===== config.mk =====
export PLATFORM = sky130hd
export DESIGN_NAME = secuenciador_de_notas
export DESIGN_NICKNAME = d
export VERILOG_FILES = /design/src/rtl/secuenciador_de_notas.sv
export SDC_FILE = /design/constraint.sdc
export NUM_CORES = 1
export LEC_CHECK = 0
export CAP_MARGIN = 20
export CORE_UTILIZATION = 49
export CTS_BUF_LIST = sky130_fd_sc_hd__clkbuf_8
export CTS_CLUSTER_DIAMETER = 40
export DETAILED_ROUTE_END_ITERATION = 12
export GPL_ROUTABILITY_DRIVEN = 0
export PLACE_DENSITY = 0.67
export SKIP_CTS_REPAIR_TIMING = 1
export SYNTH_ARGS = -nofsm -noshare
export SYNTH_HDL_FRONTEND = slang
export SYNTH_SLANG_ARGS = --single-unit
export TNS_END_PERCENT = 100

===== constraint.sdc =====
create_clock -name clk_divisor -period 4.2 [get_ports clk_divisor]
set_input_delay 1.26 -clock clk_divisor [delete_from_list [all_inputs] [get_ports clk_divisor]]
set_output_delay 1.26 -clock clk_divisor [all_outputs]
set_load 0.01 [all_outputs]

===== src/rtl/secuenciador_de_notas.sv =====
// Plays the fixed 25-note "Happy Birthday" melody as a square wave, advancing
// on every level change of cambiar_nota and leaving a one-tick gap after each note.
//   state   | meaning
//   REPOSO  | idle after reset, waiting for iniciar
//   SONANDO | current note sounding, tone generator running
//   PAUSA   | one-tick silent gap after a note
//   FIN     | song finished, waiting for iniciar
module secuenciador_de_notas #(
  parameter int LARGO   = 25,
  parameter bit REPETIR = 1'b0
) (
  input  logic       clk_divisor,
  input  logic       rst_n,
  input  logic       cambiar_nota,
  input  logic       iniciar,
  output logic       parlante,
  output logic [4:0] indice_nota,
  output logic       sonando,
  output logic       fin_cancion
);

  localparam logic [1:0] REPOSO  = 2'd0;
  localparam logic [1:0] SONANDO = 2'd1;
  localparam logic [1:0] PAUSA   = 2'd2;
  localparam logic [1:0] FIN     = 2'd3;

  localparam logic [4:0] ULTIMO = 5'(LARGO - 1);

  localparam logic [2:0] N_G4 = 3'd0;
  localparam logic [2:0] N_A4 = 3'd1;
  localparam logic [2:0] N_B4 = 3'd2;
  localparam logic [2:0] N_C5 = 3'd3;
  localparam logic [2:0] N_D5 = 3'd4;
  localparam logic [2:0] N_E5 = 3'd5;
  localparam logic [2:0] N_F5 = 3'd6;
  localparam logic [2:0] N_G5 = 3'd7;

  localparam logic [2:0] NOTA [25] = '{
    N_G4, N_G4, N_A4, N_G4, N_C5, N_B4,
    N_G4, N_G4, N_A4, N_G4, N_D5, N_C5,
    N_G4, N_G4, N_G5, N_E5, N_C5, N_B4, N_A4,
    N_F5, N_F5, N_E5, N_C5, N_D5, N_C5
  };

  localparam logic [2:0] DUR [25] = '{
    3'd1, 3'd1, 3'd2, 3'd2, 3'd2, 3'd4,
    3'd1, 3'd1, 3'd2, 3'd2, 3'd2, 3'd4,
    3'd1, 3'd1, 3'd2, 3'd2, 3'd2, 3'd2, 3'd4,
    3'd1, 3'd1, 3'd2, 3'd2, 3'd2, 3'd4
  };

  // Half-period in clk_divisor cycles for each pitch code.
  function automatic logic [13:0] medio_de(input logic [2:0] n);
    case (n)
      N_G4:    medio_de = 14'd15306;
      N_A4:    medio_de = 14'd13636;
      N_B4:    medio_de = 14'd12148;
      N_C5:    medio_de = 14'd11467;
      N_D5:    medio_de = 14'd10215;
      N_E5:    medio_de = 14'd9101;
      N_F5:    medio_de = 14'd8590;
      default: medio_de = 14'd7653;
    endcase
  endfunction

  logic        q1, q2, tick;
  logic [1:0]  estado;
  logic [2:0]  restante;
  logic [13:0] cuenta;
  logic [13:0] medio;
  logic [4:0]  indice_sig;

  assign tick       = q1 ^ q2;
  assign medio      = medio_de(NOTA[indice_nota]);
  assign indice_sig = (indice_nota == ULTIMO) ? 5'd0 : indice_nota + 5'd1;

  always_ff @(posedge clk_divisor or negedge rst_n) begin
    if (!rst_n) begin
      q1 <= 1'b0;
      q2 <= 1'b0;
    end else begin
      q1 <= cambiar_nota;
      q2 <= q1;
    end
  end

  always_ff @(posedge clk_divisor or negedge rst_n) begin
    if (!rst_n) begin
      estado      <= REPOSO;
      indice_nota <= 5'd0;
      restante    <= 3'd0;
      cuenta      <= 14'd0;
      parlante    <= 1'b0;
      sonando     <= 1'b0;
      fin_cancion <= 1'b0;
    end else begin
      case (estado)
        REPOSO, FIN: begin
          // A tick arriving together with iniciar is dropped: note 0 gets its full duration.
          if (iniciar) begin
            estado      <= SONANDO;
            indice_nota <= 5'd0;
            restante    <= DUR[0];
            cuenta      <= 14'd0;
            parlante    <= 1'b0;
            sonando     <= 1'b1;
            fin_cancion <= 1'b0;
          end
        end
        SONANDO: begin
          if (tick && restante == 3'd1) begin
            estado   <= PAUSA;
            cuenta   <= 14'd0;
            parlante <= 1'b0;
            sonando  <= 1'b0;
          end else begin
            if (tick) restante <= restante - 3'd1;
            if (cuenta == medio - 14'd1) begin
              cuenta   <= 14'd0;
              parlante <= ~parlante;
            end else begin
              cuenta <= cuenta + 14'd1;
            end
          end
        end
        PAUSA: begin
          if (tick) begin
            if (indice_nota == ULTIMO && !REPETIR) begin
              estado      <= FIN;
              fin_cancion <= 1'b1;
            end else begin
              estado      <= SONANDO;
              indice_nota <= indice_sig;
              restante    <= DUR[indice_sig];
              cuenta      <= 14'd0;
              parlante    <= 1'b0;
              sonando     <= 1'b1;
            end
          end
        end
        default: estado <= REPOSO;
      endcase
    end
  end

endmodule


# == After elaboration in Yosys (flattened, before gate mapping) ==
# Memories as Yosys holds them, arrays and structs flattened.
# Index checks and enable logic that the tools add are counted.
# word_totals
register_bits,29
latchBits,0
mem_bits_rw,0
mem_bits_ro,192
input_bits,4
output_inout_bits,8
wordCells,94
n_memories,2
# op_classes
addsub,4
mul,0
div_mod_pow,0
n_lt_le_gt_ge,2
eq_ne,20
n_shift,0
n_mux,41
bitwise,4
n_reduce_logical,12
# mem_list
name,words,width,rd,rd_ports_with_merged_regs,write_ports,line,text
(name not given),32,3,1,0,0,134,restante <= DUR[indice_sig];
(name not given),32,3,1,0,0,74,assign medio = medio_de(NOTA[indice_nota]);
# ops
cell,n
one-hot mux 14 bit (7 select lines),1
2-to-1 mux 14 bit,5
one-hot mux 14 bit (3 select lines),1
2-to-1 mux 3 bit,9
2-to-1 mux 5 bit,4
AND reduction 4 bit,4
"adder 14 x 1 -> 14 bit, second input constant",1
== test 14 bit,1
"!= test 2 bit, second input constant",7
"subtractor 14 x 1 -> 14 bit, second input constant",1
"greater-or-equal comparator 6 bit, second input constant",2
NOT 5 -> 6 bit,2
2-to-1 mux 1 bit,11
one-hot mux 5 bit (2 select lines),1
"== test 3 bit, second input constant",3
one-hot mux 3 bit (3 select lines),1
2-to-1 mux 2 bit,4
"== test 3 x 1 -> 1 bit, second input constant",2
"== test 3 x 2 -> 1 bit, second input constant",2
one-hot mux 1 bit (3 select lines),2
one-hot mux 2 bit (3 select lines),1
AND reduction 3 bit,2
"adder 5 x 1 -> 5 bit, second input constant",1
"== test 5 bit, second input constant",1
other kinds (13),14

# == Logic depth before layout (Yosys ltp) ==
# Gate-level depths: netlist (run 1).
# depth
ltp_word,11
mapped_depth,15
depth_no_buf,14

# == Worst setup path after synthesis (run 1) ==
# OpenSTA, ideal clock, no wires.
# synth_timing
path_type,reg2reg
startpoint,reg indice_nota[0]
endpoint,reg parlante
setup_ns,0.122
arrival_time_ns,3.521
required_ns,4.078
path_slack_ns,0.557
stages_incl_launch_ff,16
n_path_buf,1
period_less_slack_ns,3.643
cell_sequence,dfrtp_1 > inv_1 > ha_1 > and2b_4 > o21ba_2 > nor2_1 > nand2_1 > xnor2_1 > ha_1 > xnor2_1 > a2111oi_0 > nand4_1 > o31ai_4 > and2_1 > buf_4 > o21ai_1
# synth_between
elab_chain_cells,10
word_cells_on_any_way,18
cone_classes,add/sub (1); eq/ne (10); mux (3); bitwise (1); reduce/logical (2); memory (1)
# synth_rtl
element,line,text
from (decl),17,"output logic [4:0] indice_nota,"
from (signal assigned),133,indice_nota <= indice_sig;
NOT 5 -> 6 bit (not written as such),74,
memory (32 x 3 bit),--,
2-to-1 mux 3 bit (not written as such) (2 in series),74,
"== test 3 bit, or another cell as far along",54,case (n)
one-hot mux 14 bit (7 select lines),54,
subtractor 14 x 1 -> 14 bit,118,if (cuenta == medio - 14'd1) begin
== test 14 bit,118,
!= test 3 bit (no source line),--,
AND reduction 4 bit (no source line) *,--,
to (signal assigned),120,parlante <= ~parlante;
to (decl),16,"output logic parlante,"
# Mark *: on every way between the ends. The rest lies on a longest branch, timed or not. The select of a mux whose other input is x is not followed.
# A chain may end at the register's enable or synchronous reset.

# == Worst setup path in the final report (run 1) ==
# layout_timing
startpoint,reg indice_nota[0]
endpoint,reg cuenta[11]
# layout_between
elab_chain_cells,11
word_cells_on_any_way,20
cone_classes,add/sub (1); eq/ne (9); mux (6); bitwise (1); reduce/logical (2); memory (1)
# layout_rtl
element,line,text
NOT 5 -> 6 bit (not written as such),74,
memory (32 x 3 bit),--,
2-to-1 mux 3 bit (not written as such) (2 in series),74,
"== test 3 bit, or another cell as far along",54,
one-hot mux 14 bit (7 select lines),54,
subtractor 14 x 1 -> 14 bit,118,
== test 14 bit,118,
2-to-1 mux 14 bit,118,
2-to-1 mux 14 bit,111,if (tick && restante == 3'd1) begin
one-hot mux 14 bit (3 select lines),97,case (estado)
to (signal assigned),122,cuenta <= cuenta + 14'd1;
to (decl),69,logic [13:0] cuenta;
# Parallel ways exist; a longest one is shown, timed or not. The select of a mux whose other input is x is not followed.

==> impl_metrics.csv, run 1 <==
group,metric,value,unit
floorplanning,dieArea,0.005268,sq mm
cts,clkLatencyLatePin,0.27,ns
pwr,p_leak,1.040,nW
floorplanning,core.rowCount,25,
sta,worst_slew_margin_rel,0.5633,
sta,drv_slew,0,
worst_setup_path,crit_chain,"inv_1 > ha_1 > nand2b_1 > a311oi_4 > nor2_2 > nand2_1 > xnor2_1 > ha_1 > xnor2_1 > a2111oi_0 > nand4_1 > o31ai_4 > and2_1 > nor2_1",
worst_setup_path,path_max_fanout,8,
yosys,synthCells,283,
floorplanning,die_h,72.58,um
floorplanning,die_w,72.58,um
worst_setup_path,cpPeakStageDelay,0.39,ns
sta,rsz0062_at_grt,"false",
cts,clockRootBuffer,"clkbuf_8",
yosys,synth_fp_nets,300,
finish,nets,314,
worst_setup_path,reg2reg_depth,14,
floorplanning,io_pins,12,
yosys,synth_top_area_share,0.2973,
worst_setup_path,cp_slowest_cell,"a2111oi_0",
finish,antenna_cells,0,
sta,timing.fmax,0.2583,GHz
finish,post_route_cells_drive_above_1_share,0.1081,
sta,fin_skew,0.002872,ns
routing,drc,0,
routing,drt_pre_antenna_iters,4,
placed_design,dp_hpwl,4101,um
finish,layout_commonest_cell,"nand2_1",
worst_setup_path,worstPathArrival,4.02,ns
sta,fin_crit_sh,0.9217,
routing,first_iter_violations,178,
yosys,synth.largest_area_cell,"dfrtp_1",
worst_setup_path,end_kind,"flip-flop",
worst_setup_path,crit_required,4.35,ns
cts,htreeDepth,2,
routing,antenna_left,0,
pwr,peakVddDrop,0.3964,mV
sta,setup_violations,0,
status,status,"finished clean",
yosys,ys.flop_type,"dfrtp_1",
routing,viasPerCell,5.917,
floorplanning,start_util,0.5134,
cts,cts_buffers,5,
routing,wl_per_cell,15.32,um
floorplanning,core,0.004755,sq mm
yosys,synth-seq-cells,29,
cts,cts_tree,"built",
grt,grt_pass1_wl,9487,um
grt,grt_pass1_vias,2008,
grt,antenna_found_initial,0,
routing,vias,2148,
placed_design,io_buffers,11,
sta,worst_pin_slew,0.6551,ns
grt,grt_overflow_total,0,
finish,fillers,423,
routing,routed_wirelength,5561,um
yosys,synth.distinct_cells,65,
yosys,yosys-top-cells-area,"dfrtp_1, ha_1, nand2_1",
yosys,synth-seq-area-share,0.2973,
sta,finalHoldViolCount,0,
yosys,synth-edff-count,0,
finish,mostFrequentLayoutCells,"nand2_1, dfrtp_1, nor2_1, o21ai_0, inv_1",
pwr,power_density,420.8,mW/mm^2
yosys,async_reset_ff_frac,1.000,
sta,fin_crit,3.871,ns
cts,clockBufferDepth,2,
finish,syn2layout_area_growth,10.61,%
sta,holdWs,0.4056,ns
yosys,synth_area_per_cell,8.626,sq um
grt,grt_use_total,0.2322,
cts,path_clk_slew,0.06,ns
yosys,yosys_warnings,0,
grt,grt_max_degree,30,
yosys,netlist_area,0.002441,sq mm
min_path,min_delay_path_depth,0,
min_path,worstHoldPathType,"reg -> reg",
worst_setup_path,crit_type,"reg -> reg",
cts,cts.sink_count,29,
sta,setup_tns,0,ns
job,maxCapViolCount,0,
worst_setup_path,cp-start-kind,"flip-flop",
cells by family after synthesis:
logic type / synth area share
compound gates: 0.2599
xor+xnor: 0.04664
fa+ha+maj: 0.06663
buf+inv: 0.04767
flops: 0.2973
mux: 0.03844
simple gates: 0.2435
power breakdown:
group | internal (W) | switching, W | total [W]
Combinational | 0.000220 | 0.000342 | 0.000562
Sequential | 0.000321 | 0.0000451 | 0.000367
Clock | 0.000109 | 0.0000991 | 0.000208
Total | 0.000650 | 0.000486 | 0.00114
synth_stat cells (8+ instances only):
cell type,instances
nor2_1,26
dfrtp_1,29
nand2_1,32
a21oi_1,10
xnor2_1,8
nand2b_1,11
o21ai_0,19
nand3_1,10
ha_1,13
a22o_1,8
inv_1,14
worst paths after layout:
path	startpoint	endpoint	slack, ns
max reg2reg	indice_nota[0]	cuenta[11]	0.33
max	indice_nota[0]	cuenta[11]	0.33
min in group asynchronous	rst_n	cuenta[12]	1.38
min	q1	q2	0.41
min reg2reg	q1	q2	0.41
max in group asynchronous	rst_n	restante[0]	2.53
layout make-up:
| type | count | area [sq um] | share of cell area |
|---|---|---|---|
| inverter | 14 | 52.55 | 0.01946 |
| sequential | 29 | 725.7 | 0.2688 |
| timing repair buffer | 18 | 162.7 | 0.06024 |
| clock inverter | 1 | 5.005 | 0.001854 |
| tap | 67 | 83.83 | 0.03105 |
| multi-input combinational | 229 | 1602 | 0.5931 |
| clock buffer | 5 | 68.82 | 0.02549 |
routing by layer:
layer / part of all wire / wire length, um / track usage
met1: 0.49 / 2700 / 0.3377
met4: 0.017 / 95 / 0.07625
met3: 0.044 / 244 / 0.03453
met2: 0.45 / 2520 / 0.3541
met5: 0 / 0 / 0
state kept, by name, indices dropped and copies added, names as in the netlist:
| signal | count |
|---|---|
| sonando | 1 |
| cuenta | 14 |
| q2 | 1 |
| q1 | 1 |
| parlante | 1 |
| fin_cancion | 1 |
| indice_nota | 5 |
| estado | 2 |
| restante | 3 |
critical path: cells and delay by family, from the launching register on:
family | cells | cell delay (ns)
AO/OA/AOI/OAI | 3 | 0.91
AND/OR/NAND/NOR | 6 | 1.38
XOR/XNOR | 2 | 0.34
flip-flops | 1 | 0.37
buffers and inverters | 1 | 0.14
adder cells (fa/ha/maj) | 2 | 0.60
through the flow:
step                utilization  std cells  total power [W]  instance area (sq um)  setup slack [ns]
detailed placement       0.5518        357        0.0009253                   2624            0.2952
CTS                      0.5674        363         0.001142                   2698            0.2664
finish                   0.5679        363         0.001136                   2700            0.3290
global placement         0.5518        357        0.0009167                   2624            0.4483
global route             0.5679        363         0.001238                   2700           0.08006
floorplan                     -        283        0.0007901                   2441            0.5572
(Power assumes the default switching activity.)
==> inputs of run 2 (changes only) <==
ABC_AREA = 1   (was default)
==> run 2 against run 1 <==
Effect of this change: register-to-register slack better by 0.45 ns; hold slack lost 0.0021 ns; critical path depth is 10 higher; global-route usage is 1.2 points lower; critical path type unchanged; highest routed layer unchanged.
==> impl_metrics.csv, run 2 <==
group,metric,value,unit
status,status,"finished clean",
sta,drv_slew,0,
worst_setup_path,end_kind,"flip-flop",
yosys,synthCells,345,
cts,clockRootBuffer,"clkbuf_8",
finish,top_register,"cuenta",
worst_setup_path,crit_chain,"inv_1 > ha_1 > inv_1 > nand2_4 > nand2_1 > nor2_2 > inv_2 > nand2_4 > nand2_1 > o21ai_1 > inv_1 > ha_1 > xor2_1 > o21ai_2 > nor2_1 > nand2_1 > nor2_1 > nand2_1 > nor2_1 > nand3_2 > nand2_4 > nand2_1 > nand2_1 > nand2_1",
floorplanning,core,0.004817,sq mm
worst_setup_path,reg2reg_slack,0.78,ns
floorplanning,start_util,0.5164,
routing,routed_wirelength,5165,um
routing,drt_pre_antenna_iters,5,
worst_setup_path,crit_type,"reg -> reg",
min_path,hp-start,"q1",
grt,grt_max_degree,30,
worst_setup_path,path_buf_inv,4,
job,maxCapViolCount,0,
worst_setup_path,crit_top_cell,"nand2_1",
floorplanning,die_w,73.25,um
finish,syn2layout_area_growth,9.155,%
yosys,ys.flop_type,"dfrtp_1",
floorplanning,core.rowCount,25,
pwr,p_leak,1.225,nW
finish,post_route_cells_drive_above_1_share,0.1532,
yosys,synth.distinct_cells,38,
pwr,power_density,400.3,mW/mm^2
finish,largest_reg_flops,14,
cts,htreeDepth,2,
yosys,async_reset_ff_frac,1.000,
sta,worst_pin_slew,0.6408,ns
routing,viasPerCell,5.146,
cts,cts.sink_count,29,
yosys,yosys-top-cells-area,"dfrtp_1, nand2_1, inv_1",
sta,worst_slew_margin_rel,0.5719,
sta,fin_crit_sh,0.8147,
min_path,min_delay_path_depth,0,
finish,mostFrequentLayoutCells,"nand2_1, inv_1, nor2_1, nand3_1, dfrtp_1",
grt,grt_overflow_total,0,
routing,drc,0,
min_path,worstHoldPathType,"reg -> reg",
sta,rsz0062_at_grt,"false",
grt,grt_pass1_wl,8976,um
finish,reg.largest.list,"cuenta (14), indice_nota (5), restante (3)",
worst_setup_path,cp_slowest_cell,"dfrtp_1",
placed_design,io_buffers,11,
floorplanning,die_h,73.25,um
routing,first_iter_violations,116,
pwr,peakVddDrop,0.2952,mV
sta,setup_tns,0,ns
floorplanning,io_pins,12,
finish,fillers,463,
finish,nets,376,
yosys,synth_top_area_share,0.2918,
worst_setup_path,r2r-start,"indice_nota[0]",
routing,wl_per_cell,12.12,um
min_path,hold_path_end,"q2",
sta,timing.fmax,0.2922,GHz
floorplanning,dieArea,0.005366,sq mm
worst_setup_path,cp-start-kind,"flip-flop",
yosys,synth-seq-cells,29,
placed_design,place_area,0.002629,sq mm
routing,vias,2192,
finish,antenna_cells,0,
yosys,synth.largest_area_cell,"dfrtp_1",
sta,fin_crit,3.422,ns
cts,clockBufferDepth,2,
yosys,netlist_area,0.002487,sq mm
yosys,synth-seq-area-share,0.2918,
worst_setup_path,cpPeakStageDelay,0.47,ns
worst_setup_path,cp_top_family,"simple AND/OR/NAND/NOR gates",
worst_setup_path,r2r-end,"parlante",
yosys,synth_common_cells,"nand2_1, inv_1, nor2_1, dfrtp_1, nand3_1",
cts,cts_tree,"built",
sta,fin_skew,0.008106,ns
yosys,synth_fp_nets,362,
cts,cts_buffers,5,
finish,layout_commonest_cell,"nand2_1",
sta,finalHoldViolCount,0,
cts,path_clk_slew,0.06,ns
cts,clkLatencyLatePin,0.28,ns
routing,antenna_left,0,
placed_design,dp_hpwl,3914,um
yosys,synth-edff-count,0,
worst_setup_path,crit_required,4.37,ns
grt,antenna_found_initial,0,
grt,grt_use_total,0.2199,
finish,final_cell_area,0.002715,sq mm
yosys,yosysMostFrequentCell,"nand2_1",
yosys,yosys_warnings,0,
pwr,finalPower,0.001087,W
sta,setup_violations,0,
yosys,synth_area_per_cell,7.210,sq um
worst_setup_path,worstPathArrival,3.59,ns
grt,grt_pass1_vias,1995,
worst_setup_path,path_max_fanout,16,
worst_setup_path,reg2reg_depth,24,
run 2: where the power goes:
| group | internal (W) | leakage, nW | switching [W] |
|---|---|---|---|
| Combinational | 0.000171 | 0.788 | 0.000333 |
| Clock | 0.000127 | 0.0485 | 0.0000982 |
| Sequential | 0.000320 | 0.389 | 0.0000380 |
run 2: worst reg2reg max path, delay by kind of cell (launching register included):
family | cells | cell delay, ns
compound gates | 2 | 0.18
xor+xnor | 1 | 0.18
fa+ha+maj | 2 | 0.54
buf+inv | 4 | 0.44
flops | 1 | 0.47
simple gates | 15 | 1.50
run 2: layer usage:
metal / track usage / vias up / part of all wire / routed length, um
li1: - / 1136 / - / -
met4: 0.1002 / 0 / 0.018 / 91
met5: 0 / - / 0 / 0
met3: 0.03155 / 7 / 0.039 / 202
met1: 0.3162 / 990 / 0.53 / 2734
met2: 0.3261 / 59 / 0.41 / 2137
run 2: worst max path at each step:
stage	endpoint	depth (start not counted)	from	slack, ns
CTS	parlante	24	indice_nota[0]	0.78
detailed placement	parlante	24	indice_nota[0]	0.81
floorplan	cuenta[1]	20	indice_nota[0]	1.18
finish	parlante	24	indice_nota[0]	0.78
global route	parlante	24	indice_nota[0]	0.34
global placement	parlante	23	indice_nota[0]	0.80
run 2: layout make-up:
cell class / instances / area [sq um] / area share
Clock buffer: 6 / 82.58 / 0.03041
Multi-Input combinational cell: 255 / 1480 / 0.5452
Timing Repair Buffer: 13 / 125.1 / 0.04608
Sequential cell: 29 / 725.7 / 0.2673
Inverter: 55 / 214.0 / 0.07880
Tap cell: 67 / 83.83 / 0.03088
Clock inverter: 1 / 3.754 / 0.001382
run 2: cells by family after synthesis:
logic type                 synth area share
adders and majority gates           0.06539
and+or+nand+nor                      0.3446
buffers and inverters                0.1132
AOI/OAI and AO/OA                    0.1429
xor gates and xnor gates            0.04225
DFF                                  0.2918
run 2: stage by stage:
step / hold WS (ns) / setup slack [ns] / instances / utilization
finish: 0.4035 / 0.7782 / 426 / 0.5636
global route: 0.4107 / 0.3391 / 426 / 0.5636
CTS: 0.4028 / 0.7789 / 426 / 0.5636
detailed placement: 0.3901 / 0.8120 / 419 / 0.5457
global placement: 0.3876 / 0.7958 / 419 / 0.5457
floorplan: 0.3727 / 1.185 / 345 / -
==> inputs of run 3 (changes only) <==
clock period = 3.4 ns   (was 4.2 ns; I/O delays follow)
==> run 3 against run 2 <==
Effect of this change: first-iteration DRC count increased by 36%; setup slack worse by 0.51 ns; design area is 3.0% higher; non-clock buffer count increased by 7; sequential cell count unchanged; critical path depth shrank 4; maximum frequency rose by 9.4%; register-to-register slack lost 0.51 ns; sequential share of layout area shrank 0.73 points; hold slack lost 0.0057 ns.
==> impl_metrics.csv, run 3 (synthesis results as in run 2) <==
group,metric,value,unit
status,status,"finished clean",
floorplanning,die_h,73.25,um
finish,syn2layout_area_growth,12.42,%
cts,clockRootBuffer,"clkbuf_8",
grt,grt_pass1_vias,2040,
routing,antenna_left,0,
pwr,p_leak,1.254,nW
grt,grt_overflow_total,0,
floorplanning,dieArea,0.005366,sq mm
sta,setup_tns,0,ns
routing,first_iter_violations,158,
worst_setup_path,end_kind,"flip-flop",
cts,htreeDepth,2,
floorplanning,die_w,73.25,um
grt,grt_pass1_wl,9370,um
routing,vias,2172,
worst_setup_path,crit_start,"indice_nota[1]",
grt,grt_max_degree,30,
worst_setup_path,crit_required,3.57,ns
finish,antenna_cells,0,
sta,finalHoldViolCount,0,
finish,nets,384,
sta,worst_slew_margin_rel,0.5512,
cts,clkLatencyLatePin,0.28,ns
placed_design,dp_hpwl,3941,um
sta,timing.fmax,0.3197,GHz
worst_setup_path,cp-start-kind,"flip-flop",
worst_setup_path,worstPathArrival,3.30,ns
routing,wl_per_cell,12.34,um
sta,worst_pin_slew,0.6707,ns
pwr,peakVddDrop,0.3448,mV
grt,antenna_found_initial,0,
worst_setup_path,reg2reg_slack,0.27,ns
grt,grt_use_total,0.2285,
finish,top_register,"cuenta",
finish,post_route_cells_drive_above_1_share,0.1803,
pwr,finalPower,0.001370,W
worst_setup_path,endpoint,"parlante",
floorplanning,io_pins,12,
routing,drt_pre_antenna_iters,4,
cts,cts.sink_count,29,
sta,fin_crit_sh,0.9199,
cts,clockBufferDepth,2,
worst_setup_path,path_max_fanout,9,
worst_setup_path,r2r-end,"parlante",
sta,fin_crit,3.128,ns
floorplanning,core,0.004817,sq mm
routing,routed_wirelength,5342,um
cts,path_clk_slew,0.06,ns
min_path,worstHoldPathType,"reg -> reg",
cts,cts_buffers,5,
sta,fin_skew,0.007094,ns
worst_setup_path,reg2reg_depth,20,
pwr,power_density,489.8,mW/mm^2
routing,drc,0,
floorplanning,start_util,0.5164,
cts,cts_tree,"built",
sta,drv_slew,0,
job,maxCapViolCount,0,
sta,setup_violations,0,
finish,mostFrequentLayoutCells,"nand2_1, inv_1, nor2_1, nand3_1, dfrtp_1",
finish,layout_commonest_cell,"nand2_1",
routing,viasPerCell,5.016,
finish,largest_reg_flops,14,
floorplanning,core.rowCount,25,
sta,rsz0062_at_grt,"false",
worst_setup_path,r2r-start,"indice_nota[1]",
worst_setup_path,crit_type,"reg -> reg",
finish,reg.largest.list,"cuenta (14), indice_nota (5), restante (3)",
placed_design,io_buffers,11,
-- run 3: cell types whose count changed in the layout (fill, tap and decap cells not counted) --
cell / change
ha_1: -1
inv_1: -2
dfrtp_2: +1
nand2_4: -2
ha_2: +1
inv_2: +1
clkbuf_8: -1
clkinv_2: +1
dfrtp_1: -1
nand2_8: +3
buf_4: +7
-- run 3: per-layer routing --
metal  share of wire  track usage  up-vias
met2            0.43       0.3395       38
met1            0.52       0.3357      974
li1                -            -     1154
met3           0.038      0.04252        6
met4           0.014      0.07190        0
met5               0            0        -
-- run 3: critical path, stage by stage (launching register included) --
cell	delay, ns
dfrtp_2	0.42
inv_2	0.10
ha_1	0.32
inv_1	0.12
o211ai_4	0.25
nand2_4	0.13
o21ai_1	0.17
inv_1	0.06
ha_1	0.30
xor2_1	0.18
o21ai_2	0.07
nor2_1	0.08
nand2_1	0.05
nor2_1	0.09
nand2_1	0.05
nor2_1	0.13
nand3_2	0.19
nand2_8	0.14
nand2_1	0.05
nand2_1	0.05
nand2_1	0.04
-- run 3: area by class of cell --
| type | count | area (sq um) |
|---|---|---|
| repair buffers | 20 | 177.7 |
| fillers | 482 | 2021 |
| inverters | 55 | 214.0 |
| clock buffers | 5 | 68.82 |
| clock inverters | 1 | 5.005 |
| flip-flops and latches | 29 | 726.9 |
| multi-input cells | 256 | 1520 |
| well taps | 67 | 83.83 |
-- run 3: report_power, final --
part	leakage [nW]	switching, W	total [W]	internal, W
clock	0.0399	0.000126	0.000260	0.000134
sequential	0.387	0.0000395	0.000435	0.000395
combinational	0.827	0.000433	0.000675	0.000242
-- run 3: worst min path at each step --
stage                     start  to  slack [ns]  cells after the start
after floorplan              q1  q2        0.37                      0
after global placement       q1  q2        0.39                      0
after detailed placement     q1  q2        0.39                      0
after CTS                    q1  q2        0.40                      0
after global routing         q1  q2        0.41                      0
final                        q1  q2        0.40                      0
-- run 3: per-stage QoR --
stage	worst slack (ns)	util	hold WS, ns	cell area (sq um)	cells
after CTS	0.1692	0.5657	0.4041	2725	428
after floorplan	0.3849	-	0.3727	2487	345
after global placement	0.2388	0.5504	0.3880	2651	422
after detailed placement	0.1906	0.5504	0.3904	2651	422
final	0.2725	0.5805	0.3978	2796	433
after global routing	0.005069	0.5805	0.4146	2796	433
